## config.mk

```make
export PLATFORM = sky130hd
export DESIGN_NAME = regfile_wr_arbiter
export DESIGN_NICKNAME = d
export VERILOG_FILES = /design/src/rtl/regfile_wr_arbiter.sv
export SDC_FILE = /design/constraint.sdc
export NUM_CORES = 1
export LEC_CHECK = 0
export ABC_AREA = 0
export CAP_MARGIN = 20
export CELL_PAD_IN_SITES_DETAIL_PLACEMENT = 0
export CELL_PAD_IN_SITES_GLOBAL_PLACEMENT = 1
export CORE_MARGIN = 2
export CORE_UTILIZATION = 26
export DETAILED_ROUTE_END_ITERATION = 8
export PLACE_DENSITY_LB_ADDON = 0.1
export RECOVER_POWER = 25
export SETUP_SLACK_MARGIN = 0.5
export SLEW_MARGIN = 0
export SYNTH_ARGS = -nofsm -noshare
export SYNTH_HDL_FRONTEND = slang
export SYNTH_SLANG_ARGS = --single-unit
```

## constraint.sdc

```tcl
create_clock -name Clk -period 2.95 [get_ports Clk]
set_input_delay 0.7375 -clock Clk [delete_from_list [all_inputs] [get_ports Clk]]
set_output_delay 0.7375 -clock Clk [all_outputs]
set_load 0.02 [all_outputs]
```

## src/rtl/regfile_wr_arbiter.sv

```systemverilog
// Shares the register file write port between Mem (priority) and ALU writeback sources,
// with a starvation guard. Optional statistics counters are enabled by REGARB_STATS_EN.
module regfile_wr_arbiter #(
    parameter int unsigned MAX_WAIT = 3,
    parameter int unsigned CNT_W    = 16
) (
    input  logic              Clk,
    input  logic              Reset,
    input  logic              Hold,
    input  logic              MemValid,
    output logic              MemReady,
    input  logic [4:0]        MemRW,
    input  logic [63:0]       MemBusW,
    input  logic              AluValid,
    output logic              AluReady,
    input  logic [4:0]        AluRW,
    input  logic [63:0]       AluBusW,
`ifdef REGARB_STATS_EN
    output logic [CNT_W-1:0]  MemGrants,
    output logic [CNT_W-1:0]  AluGrants,
    output logic [CNT_W-1:0]  Conflicts,
`endif
    output logic              RegWr,
    output logic [4:0]        RW,
    output logic [63:0]       BusW
);

    typedef enum logic [0:0] {StPriMem, StForceAlu} state_e;

    state_e      stateQ, stateD;
    logic [3:0]  waitCntQ, waitCntD;
    logic        regWrD;
    logic [4:0]  rwD;
    logic [63:0] busWD;
    logic        memAcc, aluAcc, aluLoss;

    always_comb begin
        MemReady = 1'b0;
        AluReady = 1'b0;
        unique case (stateQ)
            StPriMem: begin
                MemReady = !Hold;
                AluReady = !Hold && !MemValid;
            end
            StForceAlu: begin
                AluReady = !Hold;
                MemReady = !Hold && !AluValid;
            end
            default: ;
        endcase
    end

    assign memAcc  = MemValid && MemReady;
    assign aluAcc  = AluValid && AluReady;
    assign aluLoss = !Hold && AluValid && !AluReady;

    always_comb begin
        stateD   = stateQ;
        waitCntD = waitCntQ;
        if (aluAcc) begin
            waitCntD = 4'd0;
            stateD   = StPriMem;
        end else if (aluLoss) begin
            if (waitCntQ == 4'(MAX_WAIT - 1)) begin
                stateD   = StForceAlu;
                waitCntD = 4'd0;
            end else begin
                waitCntD = waitCntQ + 4'd1;
            end
        end
    end

    // X31 requests complete the handshake but never reach the register file.
    always_comb begin
        regWrD = 1'b0;
        rwD    = RW;
        busWD  = BusW;
        if (memAcc && MemRW != 5'd31) begin
            regWrD = 1'b1;
            rwD    = MemRW;
            busWD  = MemBusW;
        end else if (aluAcc && AluRW != 5'd31) begin
            regWrD = 1'b1;
            rwD    = AluRW;
            busWD  = AluBusW;
        end
    end

    always_ff @(posedge Clk or posedge Reset) begin
        if (Reset) begin
            stateQ   <= StPriMem;
            waitCntQ <= 4'd0;
            RegWr    <= 1'b0;
            RW       <= 5'd0;
            BusW     <= 64'd0;
        end else begin
            stateQ   <= stateD;
            waitCntQ <= waitCntD;
            RegWr    <= regWrD;
            RW       <= rwD;
            BusW     <= busWD;
        end
    end

`ifdef REGARB_STATS_EN
    always_ff @(posedge Clk or posedge Reset) begin
        if (Reset) begin
            MemGrants <= '0;
            AluGrants <= '0;
            Conflicts <= '0;
        end else begin
            if (memAcc && MemGrants != '1) MemGrants <= MemGrants + CNT_W'(1);
            if (aluAcc && AluGrants != '1) AluGrants <= AluGrants + CNT_W'(1);
            if (MemValid && AluValid && !Hold && Conflicts != '1) begin
                Conflicts <= Conflicts + CNT_W'(1);
            end
        end
    end
`endif

endmodule

```

==> metrics.yaml, run 1 <==
ys_types: 33
max_freq_mhz: 426.6
yosysWarnings: 0
clockBufferDepth: 2
drt-wirelength-per-cell_um: 15.32
coreArea_um2: 13240
crit_buf_inv: 2
nets: 772
dr.pass1.iters: 4
crit_path_top_delay_cell: "clkdlybuf4s50_1"
finalSetupViolCount: 0
antenna_found_initial: 0
critPathCaptureType: "output pin"
status: "finished clean"
cts-buffers-inserted: 9
relSlewSlack_pct: 26.52
final_core_util_pct: 45.99
synthXorXnorAreaFrac_pct: 0
synth-adder-area-share_pct: 0
synth-simple-area-share_pct: 25.71
hold_violations: 0
die_y_um: 120.6
regArea_um2: 1877
num_vias: 3792
place_hpwl_mm: 8.547
synth_compound_area_share_pct: 16.01
cts_tree: "yes"
grt_pass1_vias: 3743
clk_latency_ns: 0.34
die_area_um2: 14540
die_w_um: 120.6
area_growth_pct: 72.38
grt_overflow_total: 0
netlist_area_um2: 3533
io_pins: 215
vdd_drop_max_mv: 0.2218
finalCriticalPeriod_ns: 2.344
min_path_type: "reg -> reg"
p_leak_nw: 2.547
worst_pin_slew_ns: 1.102
synth_flop_cell: "dfrtp_1"
muxShareOfSynthArea_pct: 0.2833
syn_inst: 421
gp_congestion: 0.7197
cts-root-buf: "clkbuf_16"
route.detailed.drc: 0
power.total_mw: 3.297
grt_usage_pct: 17.04
synth_edf_count: 0
skew_ns: 0.006015
period_share_pct: 79.46
port_buffers: 214
ys_ff_latch: 75
path_class: "in -> out"
drive_gt1_share_pct: 5.071
cts_sinks: 75
syn_nets: 564
grt_max_degree: 76
final_max_slew_viol_count: 0
cpPeakStageDelay_ns: 0.50
routed_via_density: 4.699
fillerInstances: 1341
crit_path_start_kind: "primary input"
synth_top_family_by_area: "simple AND/OR/NAND/NOR gates"
grt_pass1_wl_mm: 19.42
ys_seq_area_share_pct: 53.12
multi_input_area_um2: 1494
antenna_left: 0
fin_hold_ws_ns: 0.5174
cp_data_required_time_ns: 2.21
h-tree-depth: 3
path_delay_family: "buffers and inverters"
dr.first_iter.drc_count: 168
syn_area_per_cell_um2: 8.393
totalWireLength_mm: 12.36
synthArstFlopShare_pct: 100.0
clk_pin_slew_ns: 0.05
rsz0062_at_grt: "false"
crit_fanout: 2
crit_chain: "clkdlybuf4s50_1 > nor2b_4 > nor2_1 > buf_2"
initial_core_util_pct: 26.68
crit_arrival_ns: 1.61
rows: 42
maxCapViolCount: 0
n_antenna_cell: 0
setup_tns_ns: 0
p_per_area_nw_per_um2: 541.4
## logic make-up (layout without fill, tap and decap cells)
logic type      Yosys count  in the layout
flops                    75             75
mux                       1              1
buf+inv                  32            242
compound gates           86             86
simple gates            227            227
## Yosys cell counts (2+ instances only)
library cell / number / share of area [%]
a21oi_1: 5 / 0.71
a31oi_1: 65 / 12
and3_1: 2 / 0.35
buf_2: 6 / 0.85
buf_6: 6 / 1.9
clkbuf_1: 16 / 1.7
dfrtp_1: 75 / 53
inv_1: 2 / 0.21
nand2_1: 137 / 15
nand2b_1: 2 / 0.35
nand3_1: 2 / 0.28
nand4_1: 5 / 0.89
nor2_1: 71 / 7.5
nor3_1: 3 / 0.42
o21ai_1: 4 / 0.57
o22ai_1: 3 / 0.53
## repair_timing
action / CTS / global route
setup buffers: 1 / 0
setup endpoints to repair: 2 / 2
gates resized for setup: 5 / 2
hold buffers: 0 / 0
## placed cells by master, fill, tap and decap left out, drive strengths merged, types with 2 or more instances in the layout
| cell type | synthesis | final |
|---|---|---|
| buf | 13 | 12 |
| nand3 | 2 | 2 |
| nor3 | 3 | 3 |
| nand2 | 137 | 137 |
| nand2b | 2 | 2 |
| and3 | 3 | 3 |
| o22ai | 3 | 3 |
| o21ai | 5 | 5 |
| nor2 | 71 | 71 |
| dfrtp | 75 | 75 |
| inv | 3 | 2 |
| nor2b | 2 | 2 |
| clkdlybuf4s50 | 0 | 211 |
| a21oi | 6 | 6 |
| nand4 | 5 | 5 |
| clkbuf | 16 | 15 |
| a31oi | 65 | 65 |
## layer usage
layer	GRT usage [%]	share of wire [%]
met3	4.623	7.1
met4	6.759	1.9
met1	21.84	44
met2	27.30	47
met5	0	0
## worst paths after layout
check                       startpoint           to  slack (ns)  depth (start not counted)
hold / removal             waitCntQ[1]  waitCntQ[1]        0.52                          1
min in group asynchronous        Reset     BusW[20]        1.30                          3
hold reg to reg            waitCntQ[1]  waitCntQ[1]        0.52                          1
setup reg to reg                stateQ     BusW[14]        1.18                          6
max in group asynchronous        Reset     BusW[49]        0.97                          3
setup / recovery              MemValid     AluReady        0.61                          4
## stage by stage
step	setup WS (ns)	instance area [um^2]	std cells
after floorplan	1.019	3537	421
after global placement	0.1634	5856	793
after CTS	0.5040	6115	807
final	0.6060	6091	807
after detailed placement	0.1603	5856	793
after global routing	0.5698	6091	807
## sequential cells by signal, indices dropped and copies added, names as in the netlist
register,cells
BusW,64
RW,5
stateQ,1
RegWr,1
waitCntQ,4
## report_power, final
group          internal, mW  total [mW]  switching [mW]
logic                 0.534        1.02           0.487
clock network         0.580       0.993           0.413
registers              1.19        1.28          0.0938
## area by class of cell
cell class                 instances  share of cell area, %
clock buffer                      13                  4.108
inverter                           3                 0.2465
multi-input combinational        314                  24.53
sequential                        75                  30.81
tap                              176                  3.615
timing repair buffer             226                  36.69
(Power assumes the default switching activity.)
==> run 2, diff against run 1 <==
- CORE_UTILIZATION: 26 -> 23
- clock period: 2.95 -> 1.9 ns (I/O delays scaled with it)
==> run 2 against run 1 <==
Highest routed layer unchanged. Critical path depth fell by 2. Sequential cell count did not move. Clock power rose by 91%. Die area rose by 13%.
==> metrics.yaml, run 2 (synthesis results as in run 1) <==
status: "finished clean"  # unchanged
vdd_drop_max_mv: 0.5137  # was 0.2218 mV
period_share_pct: 84.55
final_common_cell: "clkdlybuf4s50_1"  # unchanged
largest_reg_flops: 64  # unchanged
hold_buffers: 0  # unchanged
n_antenna_cell: 0  # unchanged
relSlewSlack_pct: 29.13  # was 26.52%
h-tree-depth: 3  # unchanged
critPathCaptureType: "output pin"  # unchanged
top_regs: "BusW (64), RW (5), waitCntQ (4)"  # unchanged
grt_overflow_total: 0  # unchanged
route.detailed.drc: 0  # unchanged
die_w_um: 127.9  # was 120.6 um
final_cells: 883  # was 807
gp_congestion: 0.7682  # was 0.7197
min_path_type: "in -> reg"  # was reg -> reg
routed_via_density: 4.693  # was 4.699
p_per_area_nw_per_um2: 771.0  # was 541.4 nW/um^2
grt_usage_pct: 18.04  # was 17.04%
setup_tns_ns: 0  # unchanged
antenna_left: 0  # unchanged
place_hpwl_mm: 9.015  # was 8.547 mm
crit_chain: "a21oi_4 > buf_4"  # was clkdlybuf4s50_1 > nor2b_4 > nor2_1 > buf_2
dr.pass1.iters: 4  # unchanged
io_pins: 215  # unchanged
finalCriticalPeriod_ns: 1.606
cpPeakStageDelay_ns: 0.45  # was 0.50 ns
drive_gt1_share_pct: 36.69  # was 5.071%
worst_pin_slew_ns: 1.063  # was 1.102 ns
drt-wirelength-per-cell_um: 17.39  # was 15.32 um
cts_tree: "yes"  # unchanged
cts_sinks: 75  # unchanged
rows: 45  # was 42
cts-root-buf: "clkbuf_16"  # unchanged
dr.first_iter.drc_count: 154  # was 168
dp_cells: 821  # was 793
grt_max_degree: 40  # was 76
antenna_found_initial: 0  # unchanged
rsz0062_at_grt: "true"  # was false
crit_fanout: 3  # was 2
skew_ns: 0.006635  # was 0.006015 ns
num_vias: 4144  # was 3,792
crit_arrival_ns: 1.13  # was 1.61 ns
area_growth_pct: 109.1  # was 72.38%
initial_core_util_pct: 23.42  # was 26.68%
top_register: "BusW"  # unchanged
clk_pin_slew_ns: 0.06  # was 0.05 ns
p_leak_nw: 3.219  # was 2.547 nW
path_class: "reg -> out"  # was in -> out
fillerInstances: 1491  # was 1,341
finalSetupViolCount: 0  # unchanged
clk_latency_ns: 0.34  # about the same
cts-buffers-inserted: 9  # unchanged
die_area_um2: 16370  # was 14,540 um^2
clockBufferDepth: 2  # unchanged
crit_path_start_kind: "register"  # was primary input
final_cell_mix: "clkdlybuf4s50_1 (129), nand2_1 (112), dfrtp_1 (74), buf_2 (68), a31oi_1 (61)"  # was clkdlybuf4s50_1 (211), nand2_1 (137), dfrtp_1 (75), nor2_1 (71), a31oi_1 (65)
totalWireLength_mm: 15.36  # was 12.36 mm
nets: 833  # was 772
grt_pass1_vias: 4142  # was 3,743
hold_violations: 0  # unchanged
crit_path_top_delay_cell: "dfrtp_2"  # was clkdlybuf4s50_1
port_buffers: 214  # unchanged
maxCapViolCount: 0  # unchanged
final_max_slew_viol_count: 0  # unchanged
grt_pass1_wl_mm: 22.58  # was 19.42 mm
coreArea_um2: 15090  # was 13,240 um^2
max_freq_mhz: 622.5
cp_data_required_time_ns: 1.42  # was 2.21 ns
die_y_um: 127.9  # was 120.6 um
-- run 2: path summary, 6_finish.rpt --
path                               end  slack [ns]  cells after the start        start
setup / recovery              MemReady        0.29                      2       stateQ
hold / removal                   RW[2]        0.52                      3     AluRW[2]
setup reg to reg              BusW[27]        0.30                      8       stateQ
hold reg to reg            waitCntQ[1]        0.53                      1  waitCntQ[1]
max in group asynchronous      BusW[4]        0.41                      3        Reset
min in group asynchronous     BusW[34]        0.80                      3        Reset
-- run 2: area by class of cell --
type                    count  area [um^2]  area share, %
clock buffers              12        256.5          3.472
inverters                   3        12.51         0.1694
clock inverters             4        72.57         0.9824
well taps                 188        235.2          3.184
repair buffers            287         2999          40.60
flip-flops and latches     75         1878          25.42
multi-input cells         314         1933          26.17
-- run 2: metal layers --
metal / up-vias / routed length [um] / track usage (%)
met5: - / 0 / 0
met2: 166 / 7036 / 28.69
li1: 1981 / - / -
met3: 18 / 1241 / 5.593
met4: 0 / 270 / 6.399
met1: 1979 / 6806 / 23.22
-- run 2: timing repair --
action                                  in CTS  in global routing
pin swaps                                   11                 39
cloned                                      14                  4
buffers inserted                            22                  6
endpoints found under the setup margin     147                 81
gates resized for setup                    365                124
-- run 2: through the flow --
stage / setup WS [ns] / power (mW) / instance area (um^2) / utilization [%] / hold WS (ns)
after floorplan: 0.3313 / 2.717 / 3573 / - / 0.4754
after global placement: -0.3966 / 3.666 / 6085 / 40.32 / 0.5045
after detailed placement: -0.3974 / 3.678 / 6085 / 40.32 / 0.5037
after CTS: 0.2841 / 5.588 / 6808 / 45.12 / 0.4967
after global routing: 0.1694 / 5.996 / 7387 / 48.96 / 0.5247
final: 0.2936 / 5.695 / 7387 / 48.96 / 0.5164
-- run 2: report_power, final --
| group | total (mW) | leakage, nW | switching [mW] | internal [mW] |
|---|---|---|---|---|
| Sequential | 2.01 | 0.856 | 0.161 | 1.85 |
| Combinational | 1.79 | 2.20 | 0.905 | 0.882 |
| Clock | 1.90 | 0.159 | 0.680 | 1.22 |
| Total | 5.70 | 3.22 | 1.75 | 3.95 |
-- run 2: worst max-delay path: cells and delay by family, from the launching register on --
| kind | cells | cell delay [ns] |
|---|---|---|
| buf+inv | 1 | 0.17 |
| compound gates | 1 | 0.18 |
| flops | 1 | 0.45 |
==> run 3, diff against run 2 <==
- CORE_UTILIZATION: 23 -> 26
- clock period: 1.9 -> 1.5 ns (I/O delays scaled with it)
==> run 3 against run 2 <==
The flow now finishes with violations (setup timing). Critical endpoint is now BusW[37]. Via count up 2.3%. Combinational power up 56%. Critical path depth up 6. Clock power increased by 17%. Sequential share of layout area shrank 1.6 points. Sequential power is 31% higher. Largest power group is now combinational cells. Design area rose by 6.7%. Global-route usage is 2.6 points higher. Highest routed layer unchanged. Utilization grew 11 points.
==> metrics.yaml, run 3 (synthesis results as in run 1) <==
path_delay_family: "buffers and inverters"  # was flip-flops
maxCapViolCount: 0  # unchanged
crit_arrival_ns: 1.93  # was 1.13 ns
violations: "setup timing"
cts_tree: "yes"  # unchanged
final_common_cell: "clkdlybuf4s50_1"  # unchanged
initial_core_util_pct: 26.68  # was 23.42%
grt_pass1_vias: 4250  # was 4,142
power.total_mw: 7.630  # was 5.695 mW
clk_pin_slew_ns: 0.06  # about the same
grt_overflow_total: 0  # unchanged
hold_buffers: 0  # unchanged
stdcell_area_um2: 7881  # was 7387 um^2
crit_fanout: 19  # was 3
fin_hold_ws_ns: 0.5153  # was 0.5164 ns
gp_congestion: 0.7556  # was 0.7682
port_buffers: 214  # unchanged
io_pins: 215  # unchanged
cp_data_required_time_ns: 1.76  # was 1.42 ns
crit_path_start_kind: "register"  # unchanged
die_w_um: 120.6  # was 127.9 um
period_share_pct: 111.5
area_growth_pct: 123.1  # was 109.1%
crit_buf_inv: 4  # was 1
top_regs: "BusW (64), RW (5), waitCntQ (4)"  # unchanged
fillerInstances: 1160  # was 1,491
cts-buffers-inserted: 9  # unchanged
relSlewSlack_pct: 39.85  # was 29.13%
grt_pass1_wl_mm: 22.88  # was 22.58 mm
n_antenna_cell: 0  # unchanged
top_register: "BusW"  # unchanged
cts-root-buf: "clkbuf_16"  # unchanged
die_y_um: 120.6  # was 127.9 um
die_area_um2: 14540  # was 16,370 um^2
rsz0062_at_grt: "true"  # unchanged
final_max_slew_viol_count: 0  # unchanged
nets: 865  # was 833
min_path_type: "in -> reg"  # unchanged
drive_gt1_share_pct: 37.74  # was 36.69%
p_leak_nw: 3.485  # was 3.219 nW
routed_via_density: 4.700  # was 4.693
setup_slack_ns: -0.1724  # was 0.2936 ns
p_per_area_nw_per_um2: 968.1  # was 771.0 nW/um^2
crit_chain: "buf_6 > nor2b_4 > buf_6 > a311oi_4 > buf_6 > buf_12 > nand2_1 > a31oi_2"  # was a21oi_4 > buf_4
max_freq_mhz: 597.9
final_cell_mix: "clkdlybuf4s50_1 (128), nand2_1 (97), buf_6 (80), dfrtp_1 (74), buf_4 (61)"  # was clkdlybuf4s50_1 (129), nand2_1 (112), dfrtp_1 (74), buf_2 (68), a31oi_1 (61)
dr.first_iter.drc_count: 140  # was 154
drt-wirelength-per-cell_um: 16.97  # was 17.39 um
skew_ns: 0.003906  # was 0.006635 ns
dp_slack_ns: -0.5646  # was -0.3974 ns
grt_usage_pct: 20.60  # was 18.04%
crit_top_cell: "buf_6"
antenna_left: 0  # unchanged
finalCriticalPeriod_ns: 1.672
critPathCaptureType: "register"  # was output pin
grt_max_degree: 40  # unchanged
antenna_found_initial: 0  # unchanged
rows: 42  # was 45
place_hpwl_mm: 9.244  # was 9.015 mm
cpPeakStageDelay_ns: 0.41  # was 0.45 ns
largest_reg_flops: 64  # unchanged
num_vias: 4239  # was 4,144
path_class: "reg -> reg"  # was reg -> out
totalWireLength_mm: 15.30  # was 15.36 mm
route.detailed.drc: 0  # unchanged
coreArea_um2: 13240  # was 15,090 um^2
finalSetupViolCount: 68  # was 0
worst_pin_slew_ns: 0.9022  # was 1.063 ns
dr.pass1.iters: 4  # unchanged
vdd_drop_max_mv: 0.4604  # was 0.5137 mV
h-tree-depth: 3  # unchanged
dpl_cell_area_um2: 6165  # was 6085 um^2
clockBufferDepth: 2  # unchanged
crit_path_top_delay_cell: "dfrtp_2"  # unchanged
final_core_util_pct: 59.51  # was 48.96%
clk_latency_ns: 0.34  # about the same
status: "complete, but fails checks"  # was finished clean
hold_violations: 0  # unchanged
cts_sinks: 75  # unchanged
-- run 3: what timing repair did --
action,in CTS,in global routing
gates cloned,13,3
resized for setup,509,60
buffers inserted,28,25
setup endpoints to repair,147,147
pin swaps,40,21
-- run 3: worst reg2reg max path, cell delays in order, from the launching register on --
cell	delay [ns]
dfrtp_2	0.41
buf_6	0.12
nor2b_4	0.04
buf_6	0.11
a311oi_4	0.28
buf_6	0.21
buf_12	0.17
nand2_1	0.09
a31oi_2	0.18
-- run 3: per-stage QoR --
| step | instances | TNS, ns |
|---|---|---|
| after global placement | 818 | -34.88 |
| after detailed placement | 818 | -37.30 |
| after global routing | 902 | -16.49 |
| final | 902 | -9.157 |
| after CTS | 874 | -8.448 |
| after floorplan | 421 | 0 |
-- run 3: path summary, 6_finish.rpt --
path | startpoint | end | slack, ns | depth (start not counted)
setup reg to reg | stateQ | BusW[37] | -0.17 | 8
hold reg to reg | waitCntQ[1] | waitCntQ[1] | 0.54 | 1
hold / removal | AluRW[4] | RW[4] | 0.52 | 4
max in group asynchronous | Reset | stateQ | 0.11 | 3
setup / recovery | stateQ | BusW[37] | -0.17 | 8
min in group asynchronous | Reset | waitCntQ[3] | 0.80 | 3
-- run 3: area by class of cell --
cell class / instances / area [um^2] / share of cell area, %
repair buffers: 319 / 3573 / 45.34
clock buffers: 13 / 260.3 / 3.302
clock inverters: 2 / 35.03 / 0.4445
multi-input cells: 314 / 1902 / 24.13
flip-flops and latches: 75 / 1878 / 23.83
inverters: 3 / 12.51 / 0.1588
well taps: 176 / 220.2 / 2.794
-- run 3: routing by layer --
layer  track usage [%]  routed length [um]  up-vias  part of all wire [%]
met3             5.943                1156       21                   7.6
met2             34.96                7695      145                    50
met4             7.922                 312        0                   2.0
met5                 0                   0        -                     0
met1             24.62                6141     2036                    40
li1                  -                   -     2037                     -
-- run 3: power breakdown --
| part | internal (mW) | switching [mW] | leakage [nW] | total (mW) |
|---|---|---|---|---|
| Clock | 1.37 | 0.846 | 0.146 | 2.22 |
| Sequential | 2.34 | 0.288 | 0.856 | 2.63 |
| Combinational | 1.60 | 1.19 | 2.48 | 2.79 |
| Total | 5.30 | 2.33 | 3.48 | 7.63 |
==> variant (flow settings as in run 2) <==
Add a define of `REGARB_STATS_EN`.
--- a/src/rtl/regfile_wr_arbiter.sv
+++ b/src/rtl/regfile_wr_arbiter.sv
@@ -1,5 +1,7 @@
 // Shares the register file write port between Mem (priority) and ALU writeback sources,
 // with a starvation guard. Optional statistics counters are enabled by REGARB_STATS_EN.
+`define REGARB_STATS_EN
+
 module regfile_wr_arbiter #(
     parameter int unsigned MAX_WAIT = 3,
     parameter int unsigned CNT_W    = 16
Behaviour (old outputs only; new: AluGrants, Conflicts and MemGrants): unchanged (equiv_simple and equiv_induct, registers matched by name and starting in step).
==> variant against run 2 <==
Synthesized area increased by 63%. Sequential cell count is 48 higher. Design area rose by 79%. Sequential power grew 84%. Hold slack better by 2.0 ps. Worst setup slack worse by 100 ps. Final cell count is 56% higher. Total power is 120% higher. Routed wire length increased by 70%. Critical path type is now reg2reg. Largest cell class unchanged.
==> variant: results (changes against run 2) <==
largest net degree at the start of global routing 73 (was 40); GP Congestion 0.830 (was 0.768); Worst EP arrival 2020 ps (was 1130 ps); Area after DPL 9460 um2 (was 6080 um2); Fin Hold WS 518 ps (was 516 ps); top post-synthesis cells by area dfrtp_1 (53%), o22ai_1 (7.3%), a21oi_1 (4.9%) (was dfrtp_1 (53%), nand2_1 (15%), a31oi_1 (12%)); Clock Skews 7.80 ps (was 6.63 ps); Slew @ Worst Pin 729 ps (was 1060 ps); Starting DRT DRC Count 181 (was 154); Worst IR Drop VDD 0.587 mV (was 0.514 mV); GRT Resource Usage Total 17.8% (was 18.0%); antenna violations before repair 1 (was 0); NetSw 4140 uW (was 1750 uW); run status complete, no violations (unchanged); Netlist cell types 50 (was 33); Post-DP HPWL 15.5 mm (was 9.01 mm); leakage power figure 0.00591 uW (was 0.00322 uW); DR WL/cell 18.9 um (was 17.4 um); Final WS setup 190 ps (was 294 ps); Slowest Stage Delay on Critical Path 600 ps (was 450 ps); total CTS buffers 17 (was 9); H-tree lvl count 4 (was 3); Syn Inst Count 572 (was 421); Hold Path Class reg2reg (was in2reg); critical path's top delay family simple AND/OR/NAND/NOR gates (was flip-flops); Syn Nets 720 (was 564); via count 6,330 (was 4,144); placed cells 1,189 (was 821)
variant: path summary, 6_finish.rpt:
kind / start / endpoint / cells after the start
min in group asynchronous: Reset / BusW[7] / 3
max reg2reg: Conflicts[14] / Conflicts[1] / 4
max in group asynchronous: Reset / Conflicts[7] / 3
min reg2reg: waitCntQ[2] / waitCntQ[2] / 1
max: Conflicts[14] / Conflicts[1] / 4
min: waitCntQ[2] / waitCntQ[2] / 1
variant: what timing repair did:
action / in CTS / in global routing
setup buffers: 69 / 69
gates cloned: 14 / 8
setup endpoints to repair: 243 / 243
resized for setup: 813 / 214
pin swaps: 19 / 71
variant: final cells by class:
| class | count | area, um2 |
|---|---|---|
| multi-input cells | 344 | 3640 |
| repair buffers | 482 | 5220 |
| flip-flops and latches | 123 | 3100 |
| inverters | 76 | 287 |
| well taps | 324 | 405 |
| clock buffers | 18 | 429 |
| diodes | 1 | 2.50 |
| fillers | 2110 | 11200 |
| clock inverters | 12 | 175 |
variant: power groups by stage:
stage | Clock (uW) | Sequential, uW | Combinational, uW
floorplan | 0 | 4230 | 1160
global placement | 0 | 3620 | 3590
detailed placement | 0 | 3650 | 3610
CTS | 3500 | 3650 | 4490
global route | 3640 | 3770 | 5520
finish | 3400 | 3700 | 5210
variant: cells by family after synthesis:
kind of cell	Yosys count	share of synthesized area, %
adders and majority gates	5	1.09
AOI/OAI and AO/OA	173	19.4
DFF	123	53.4
muxes	3	0.586
and+or+nand+nor	123	12.1
buffers and inverters	106	7.60
xor gates and xnor gates	39	5.92
variant: per-layer routing:
layer	up-vias	GRT usage (%)	wire, um
li1	3001	-	-
met1	3075	21.0	10500
met2	219	31.0	13200
met3	35	5.08	1690
met4	0	5.87	699
met5	-	0	0
